==> src/rtl/oob_write_cmd_queue.sv <==
// rtl/oob_write_cmd_queue.sv - show-ahead write request queue with push-time range classification and OOB accounting
module oob_write_cmd_queue #(
  parameter int DEPTH    = 4,
  parameter int ADDR_W   = 4,
  parameter int DATA_W   = 8,
  parameter int VEC_SIZE = 8,
  parameter int ARR_SIZE = 4,
  parameter int DROP_OOB = 1
) (
  input  logic                       clk,
  input  logic                       rst,
  input  logic                       i_req_valid,
  output logic                       o_req_ready,
  input  logic [ADDR_W-1:0]          i_req_addr,
  input  logic [DATA_W-1:0]          i_req_data,
  input  logic                       i_drain_en,
  output logic                       o_wr_valid,
  output logic [ADDR_W-1:0]          o_addr_write,
  output logic [DATA_W-1:0]          o_data_write,
  output logic                       o_vec_in_range,
  output logic                       o_arr_in_range,
  output logic [$clog2(DEPTH):0]     o_level,
  output logic [7:0]                 o_oob_count
);

  localparam int PTR_W = $clog2(DEPTH);
  localparam int LVL_W = PTR_W + 1;

  logic [ADDR_W-1:0] addr_mem [DEPTH];
  logic [DATA_W-1:0] data_mem [DEPTH];
  logic              vec_mem  [DEPTH];
  logic              arr_mem  [DEPTH];

  logic [PTR_W-1:0]  wr_ptr;
  logic [PTR_W-1:0]  rd_ptr;
  logic [LVL_W-1:0]  level;
  logic [7:0]        oob_count;

  logic [31:0]       addr_ext;
  logic              vec_ok;
  logic              arr_ok;
  logic              push;
  logic              store;
  logic              pop;
  logic              full;
  logic              empty;

  // Compare in a wide unsigned domain so any SIZE/ADDR_W combination is exact.
  assign addr_ext = 32'(i_req_addr);
  assign vec_ok   = addr_ext < 32'(VEC_SIZE);
  assign arr_ok   = addr_ext < 32'(ARR_SIZE);

  assign full        = (level == LVL_W'(DEPTH));
  assign empty       = (level == '0);
  assign o_req_ready = !rst && !full;

  assign push  = i_req_valid && o_req_ready;
  assign store = push && (vec_ok || (DROP_OOB == 0));
  assign pop   = !empty && i_drain_en;

  always_ff @(posedge clk) begin
    if (store) begin
      addr_mem[wr_ptr] <= i_req_addr;
      data_mem[wr_ptr] <= i_req_data;
      vec_mem[wr_ptr]  <= vec_ok;
      arr_mem[wr_ptr]  <= vec_ok && arr_ok;
    end
  end

  always_ff @(posedge clk) begin
    if (rst) begin
      wr_ptr    <= '0;
      rd_ptr    <= '0;
      level     <= '0;
      oob_count <= '0;
    end else begin
      if (store) begin
        wr_ptr <= wr_ptr + PTR_W'(1);
      end
      if (pop) begin
        rd_ptr <= rd_ptr + PTR_W'(1);
      end
      // A dropped push never touches the level, so it can only move by the store/pop pair.
      case ({store, pop})
        2'b10:   level <= level + LVL_W'(1);
        2'b01:   level <= level - LVL_W'(1);
        default: level <= level;
      endcase
      if (push && !vec_ok && (oob_count != 8'hFF)) begin
        oob_count <= oob_count + 8'd1;
      end
    end
  end

  // Storage is not cleared by reset, so the head is masked while the queue is empty.
  assign o_wr_valid     = !empty;
  assign o_addr_write   = empty ? '0 : addr_mem[rd_ptr];
  assign o_data_write   = empty ? '0 : data_mem[rd_ptr];
  assign o_vec_in_range = empty ? 1'b0 : vec_mem[rd_ptr];
  assign o_arr_in_range = empty ? 1'b0 : arr_mem[rd_ptr];
  assign o_level        = level;
  assign o_oob_count    = oob_count;

endmodule
==> config.mk <==
export PLATFORM = sky130hd
export DESIGN_NAME = oob_write_cmd_queue
export DESIGN_NICKNAME = d
export VERILOG_FILES = /design/src/rtl/oob_write_cmd_queue.sv
export SDC_FILE = /design/constraint.sdc
export NUM_CORES = 1
export LEC_CHECK = 0
export ABC_CLOCK_PERIOD_IN_PS = 5400
export BUFFER_PORTS_ARGS = -buffer_cell sky130_fd_sc_hd__buf_2
export CAP_MARGIN = 20
export CORE_ASPECT_RATIO = 0.8
export CORE_UTILIZATION = 58
export CTS_CLUSTER_DIAMETER = 100
export DETAILED_ROUTE_END_ITERATION = 10
export HOLD_SLACK_MARGIN = 0.08
export PLACE_DENSITY = 0.81
export SLEW_MARGIN = 20
export SYNTH_ARGS = -nofsm -noshare
export SYNTH_HDL_FRONTEND = slang
export SYNTH_SLANG_ARGS = --single-unit
==> constraint.sdc <==
create_clock -name clk -period 5.4 [get_ports clk]
set_clock_uncertainty 0.15 [all_clocks]
set_input_delay 1.08 -clock clk [delete_from_list [all_inputs] [get_ports clk]]
set_output_delay 1.08 -clock clk [all_outputs]
set_load 0.01 [all_outputs]
==> results_dict.tcl, run 1 <==
set metrics [dict create \
    tritoncts "yes" \
    floorplan.die_area_um2 5450 \
    clockRootBuffer "clkbuf_8" \
    yosysTopAreaCell "edfxtp_1" \
    yosysSeqAreaShare_pct 67.6 \
    grt_start_max_net_pins 20 \
    post_cts_buffers 0 \
    hold_violations 0 \
    pre_cts_slack_ns 2.17 \
    routed_via_density 5.44 \
    finalCritPeriodShare_pct 63.8 \
    synth_largest_type_area_fraction_pct 56.2 \
    number_of_iterations_in_the_first_detailed_routing_pass 4 \
    post-synth-top-count-cell "edfxtp_1" \
    vias 1621 \
    dp_cells 283 \
    share_comb_of_total_power_pct 19.0 \
    yosys_register_bits 73 \
    numClockSinks 73 \
    unrepaired_setup_endpoints_after_global_routing "false" \
    final-setup-viol-count 0 \
    grt_pass1_wl_um 7820 \
    io_buffer_count 42 \
    worstPathRequired_ns 4.17 \
    syn_area_um2 2990 \
    drt_wl_total_um 4880 \
    insertion_delay_ns 0.33 \
    layoutNonFillerInstCount 298 \
    switchingPower_uw 353 \
    worst-setup-path-type "reg2out" \
    wire_per_inst_um 16.4 \
    setup_tns_ns 0 \
    internal_power_component_mw 1.06 \
    first_global_vias 1607 \
    nets 257 \
    yosysUniqueCellTypes 33 \
    grt_overflow_total 0 \
    synth_area_leaders "edfxtp_1, dfxtp_1, mux4_2, and2_1, ha_1" \
    leakagePower_nw 1.25 \
    cpPeakStageDelay_ns 0.97 \
    yosysWarningCount 0 \
    layout-drive-gt1-share_pct 30.7 \
    area_delta_synth_final_pct 15.9 \
    globalplace.congestion 0.757 \
    ios 43 \
    critical_path.slowest_cell "dfxtp_1" \
    cap_viol_max_count 0 \
    async_reset_ff_share_pct 0 \
    rows 22 \
    max_slew.worst_pin.slew_ns 0.979 \
    final-max-slew-violation-count 0 \
    clock_transition_time_at_the_flip_flop_clock_pins_of_the_worst_setup_and_hold_paths_ns 0.07 \
    antennaDiodeCount 0 \
    status "completed" \
    critPathArrivalTime_ns 2.22 \
    cpLargestDelayFamily "flip-flops" \
    floorplan_core_area_um2 4760 \
    fillCellCount 312 \
    timing.max_slew.rel_slack_pct 34.6 \
    final_design_area_no_fill_um2 3470 \
    worstSetupStartpointType "flip-flop" \
    cts_buffers 9 \
    global_route_usage_sum_pct 21.2 \
    max-clock-path-buffers 2 \
    placedInstanceArea_um2 3240 \
    crit_buf_inv 1 \
    max_clock_freq_mhz 290 \
    r2r_setup_slack_ns 2.66 \
    htree_levels 3 \
    ant_nets 0 \
    synth_nets 212 \
    multi_input_comb_area_um2 901 \
    chipHeight_um 66.3 \
    worst_setup_path_end_kind "output port" \
    min-delay-path-class "reg2reg" \
    initial_core_utilization_pct 62.8 \
    irDropWorstVdd_uv 253 \
    dp_hpwl_um 3140 \
    cp_cell_sequence "mux4_2, and2_1, buf_2" \
    power_density_nw_per_um2 408 \
    antenna_found_initial 0 \
    setup_slack_ns 1.95 \
    remaining_drc_errors 0 \
    commonest_cells_post_synth "edfxtp_1, and2_1, dfxtp_1" \
    postCtsResizedCells 0 \
    number_of_synthesized_flops_with_an_enable_pin 56 \
    critical_path.max_fanout 14 \
    die_width_um 82.3 \
    final_period_minus_worst_setup_slack_ns 3.45 \
    clock_power_share_pct 34.1 \
    seqCellArea_um2 2020 \
    drt_iter0_markers 94 \
    post_synth.cell_area_avg_um2 15.8 \
    seq_power_share_pct 46.8 \
    syn-instance-count 189 \
    netSwitchingFraction_pct 24.9 \
    cts.hold.buffers_added 0 \
    synth_ff_type "edfxtp_1" \
]
[flip-flops by register name, indices dropped and copies added, names as in the netlist, named ones only]
name         count
data_mem        32
addr_mem        16
o_oob_count      8
arr_mem          4
vec_mem          4
o_level          3
rd_ptr           2
wr_ptr           2
[power by group through the flow]
stage	Clock, mW	Combinational, mW	Sequential (mW)
floorplan	0	0.206	0.651
global placement	0	0.269	0.676
detailed placement	0	0.270	0.677
CTS	0.495	0.275	0.666
global route	0.516	0.304	0.671
finish	0.484	0.270	0.664
[layout by cell type, fill, tap and decap left out, types with 2 or more instances in the layout]
cell | netlist | routed
or3_1 | 3 | 3
nor2_1 | 15 | 15
buf_2 | 1 | 42
ha_1 | 6 | 6
mux2i_1 | 3 | 3
a21oi_1 | 6 | 6
xnor2_1 | 2 | 2
o21ai_0 | 5 | 5
inv_1 | 8 | 8
nand3_1 | 4 | 4
bufinv_16 | 0 | 3
edfxtp_1 | 56 | 56
xor2_1 | 3 | 3
o31ai_1 | 2 | 2
and2_1 | 19 | 19
dfxtp_1 | 17 | 17
nand4_1 | 2 | 2
nor3_1 | 2 | 2
or4_1 | 2 | 2
mux4_2 | 14 | 14
clkbuf_8 | 0 | 9
nor3b_1 | 2 | 2
[stage by stage]
| stage | power [mW] | hold WS (ns) | util [%] |
|---|---|---|---|
| final | 1.42 | 0.379 | 72.9 |
| after CTS | 1.43 | 0.386 | 72.9 |
| after floorplan | 0.857 | 0.335 | - |
| after detailed placement | 0.947 | 0.371 | 68.0 |
| after global routing | 1.49 | 0.401 | 72.9 |
| after global placement | 0.945 | 0.356 | 68.0 |
[per-layer routing]
layer	vias up	global-route usage, %	wire length (um)
li1	799	-	-
met1	781	26.9	2250
met2	39	33.0	2400
met3	2	9.24	211
met4	0	6.36	24
met5	-	0	0
[logic make-up after synthesis]
family	synth area share, %
mux	11.5
simple gates	11.1
xor+xnor	1.46
flops	67.6
buf+inv	2.34
compound gates	2.80
fa+ha+maj	3.18
[final timing paths]
| check | startpoint | end | depth (start not counted) |
|---|---|---|---|
| setup / recovery | flip-flop | o_data_write[4] | 3 |
| setup reg to reg | o_level[2]$_SDFFE_PP0P_ | o_level[2]$_SDFFE_PP0P_ | 9 |
| hold reg to reg | o_level[2]$_SDFFE_PP0P_ | o_level[2]$_SDFFE_PP0P_ | 2 |
| hold / removal | o_level[2]$_SDFFE_PP0P_ | o_level[2]$_SDFFE_PP0P_ | 2 |
[layout make-up]
class	count	area share, %
inverter	8	0.865
timing repair buffer	42	6.06
clock buffer	9	3.57
multi-input combinational	100	26.0
sequential	73	58.3
tap	60	2.16
clock inverter	6	3.10
[worst reg2reg max path: stages (launching register included)]
cell     delay [ns]
dfxtp_1        0.37
nor3b_1        0.63
nor4b_2        0.21
inv_1          0.10
ha_1           0.18
inv_1          0.06
fa_1           0.37
xor2_1         0.15
or3_1          0.30
a21oi_1        0.14
Power figures use the tool's default switching activity.
==> run 2: changes to the inputs <==
ABC_CLOCK_PERIOD_IN_PS = 3400   (was 5400)
CORE_UTILIZATION = 56   (was 58)
PLACE_DENSITY = 0.78   (was 0.81)
clock period = 3.4 ns   (was 5.4 ns; I/O delays follow)
==> run 2 against run 1 <==
Net effect:
- utilization fell by 4.3 points
- total power increased by 54%
- final cell count grew 1.7%
- count of clock-buffer cells in the layout grew 1
- non-clock buffer count rose by 3
- combinational power is 76% higher
- clock power is 40% higher
- largest cell class unchanged
==> results_dict.tcl, run 2 (same netlist as run 1, synthesis figures left out) <==
set metrics [dict create \
    final-setup-viol-count 0 \
    globalplace.congestion 0.741 \
    r2r_setup_slack_ns 0.77 \
    seq_power_share_pct 47.3 \
    wire_per_inst_um 16.0 \
    internal_power_component_mw 1.63 \
    finalCoreUtilization_pct 68.6 \
    worstHoldStart "o_oob_count[5]$_SDFFE_PP0P_" \
    number_of_iterations_in_the_first_detailed_routing_pass 4 \
    layout-drive-gt1-share_pct 30.3 \
    worstPathRequired_ns 2.57 \
    numClockSinks 73 \
    floorplan.die_area_um2 5640 \
    cts.hold.buffers_added 0 \
    clock_power_share_pct 31.1 \
    final_period_minus_worst_setup_slack_ns 2.79 \
    htree_levels 3 \
    rows 23 \
    post_cts_buffers 0 \
    antennaDiodeCount 0 \
    insertion_delay_ns 0.33 \
    grt_overflow_total 0 \
    final-max-slew-violation-count 0 \
    clockRootBuffer "clkbuf_8" \
    leakagePower_nw 1.25 \
    remaining_drc_errors 0 \
    switchingPower_uw 555 \
    vias 1653 \
    tritoncts "yes" \
    cp_num_cells 4 \
    layoutNonFillerInstCount 303 \
    ant_nets 0 \
    max_clock_freq_mhz 359 \
    global_route_usage_sum_pct 18.8 \
    worstRegToRegCells 8 \
    largest_register "data_mem" \
    grt_pass1_wl_um 7550 \
    worst_setup_path_end_kind "output port" \
    endpoint_of_the_lowest_slack_register_to_register_path "o_level[2]$_SDFFE_PP0P_" \
    timing.max_slew.rel_slack_pct 50.7 \
    layout.cells.most_common "edfxtp_1" \
    regToRegStartpoint "o_level[1]$_SDFFE_PP0P_" \
    io_buffer_count 42 \
    clock_transition_time_at_the_flip_flop_clock_pins_of_the_worst_setup_and_hold_paths_ns 0.07 \
    max-clock-path-buffers 2 \
    cpPeakStageDelay_ns 0.61 \
    cp_cell_sequence "buf_12, mux4_2, and2_1, buf_2" \
    cpLargestDelayFamily "flip-flops" \
    share_comb_of_total_power_pct 21.7 \
    final_design_area_no_fill_um2 3470 \
    dp_hpwl_um 3060 \
    area_delta_synth_final_pct 16.1 \
    ios 43 \
    critical_path.slowest_cell "dfxtp_1" \
    placedInstanceArea_um2 3280 \
    die_width_um 83.7 \
    worstHoldEndpoint "o_oob_count[5]$_SDFFE_PP0P_" \
    min-delay-path-class "reg2reg" \
    cts_buffers 9 \
    grt_start_max_net_pins 20 \
    hold_violations 0 \
    cap_viol_max_count 0 \
    netSwitchingFraction_pct 25.4 \
    largest_register_ffs 32 \
    floorplan_core_area_um2 5060 \
    critPathArrivalTime_ns 1.96 \
    max_slew.worst_pin.slew_ns 0.740 \
    most-common-layout-cells "edfxtp_1, buf_2, and2_1" \
    unrepaired_setup_endpoints_after_global_routing "false" \
    routed_via_density 5.46 \
    setup_tns_ns 0 \
    nets 260 \
    first_global_vias 1519 \
    finalCritPeriodShare_pct 81.9 \
    initial_core_utilization_pct 59.1 \
    worst-setup-path-type "reg2out" \
    hold_depth 2 \
    power.total_mw 2.19 \
    worstSetupStartpointType "flip-flop" \
    drt_wl_total_um 4830 \
    chipHeight_um 67.4 \
    crit_buf_inv 2 \
    irDropWorstVdd_uv 328 \
    drt_iter0_markers 86 \
    power_density_nw_per_um2 630 \
    antenna_found_initial 0 \
    status "completed" \
    postCtsResizedCells 0 \
    dp_cells 288 \
    critical_path.max_fanout 9 \
]
run 2: changes by cell type in the layout (fill, tap and decap cells not counted):
cell / before / now
buf_12: 0 / 1
bufinv_16: 3 / 2
clkinv_1: 1 / 3
clkbuf_1: 0 / 1
clkinv_4: 1 / 0
buf_4: 0 / 2
clkinv_2: 1 / 0
run 2: worst min-delay path, stage by stage (launching register included):
cell,delay [ns]
dfxtp_1,0.35
o31ai_1,0.08
a21oi_1,0.05
run 2: metal layers:
| metal | share of wire [%] | global-route usage, % | vias to the layer above |
|---|---|---|---|
| met5 | 0 | 0 | - |
| met4 | 1.4 | 8.90 | 0 |
| met3 | 4.6 | 6.11 | 7 |
| met2 | 49 | 30.5 | 36 |
| met1 | 45 | 23.4 | 802 |
| li1 | - | - | 808 |
run 2: how the worst max path moves through the flow:
stage                          from                 endpoint  slack (ns)
after floorplan                 rst  o_level[2]$_SDFFE_PP0P_        0.89
after global placement          rst  o_level[2]$_SDFFE_PP0P_        0.72
after detailed placement        rst  o_level[2]$_SDFFE_PP0P_        0.66
after CTS                 flip-flop           o_arr_in_range        0.55
final                     flip-flop           o_arr_in_range        0.61
after global routing      flip-flop          o_addr_write[0]        0.46
run 2: metrics by stage:
step           hold WS [ns]  worst slack, ns
6_report              0.383            0.614
5_1_grt               0.395            0.465
4_1_cts               0.380            0.549
3_5_place_dp          0.363            0.658
3_3_place_gp          0.349            0.725
2_1_floorplan         0.335            0.891
run 2: layout make-up:
class / count / area (um2)
clock buffers: 10 / 128
flip-flops and latches: 73 / 2020
multi-input cells: 100 / 901
fillers: 363 / 1590
clock inverters: 5 / 71.3
repair buffers: 45 / 245
well taps: 62 / 77.6
inverters: 8 / 30.0
run 2: power by group through the flow:
| stage | sequential, mW | clock, mW | combinational, mW |
|---|---|---|---|
| finish | 1.03 | 0.680 | 0.474 |
| global route | 1.04 | 0.733 | 0.518 |
| CTS | 1.04 | 0.695 | 0.480 |
| detailed placement | 1.05 | 0 | 0.477 |
| global placement | 1.05 | 0 | 0.478 |
| floorplan | 1.03 | 0 | 0.327 |
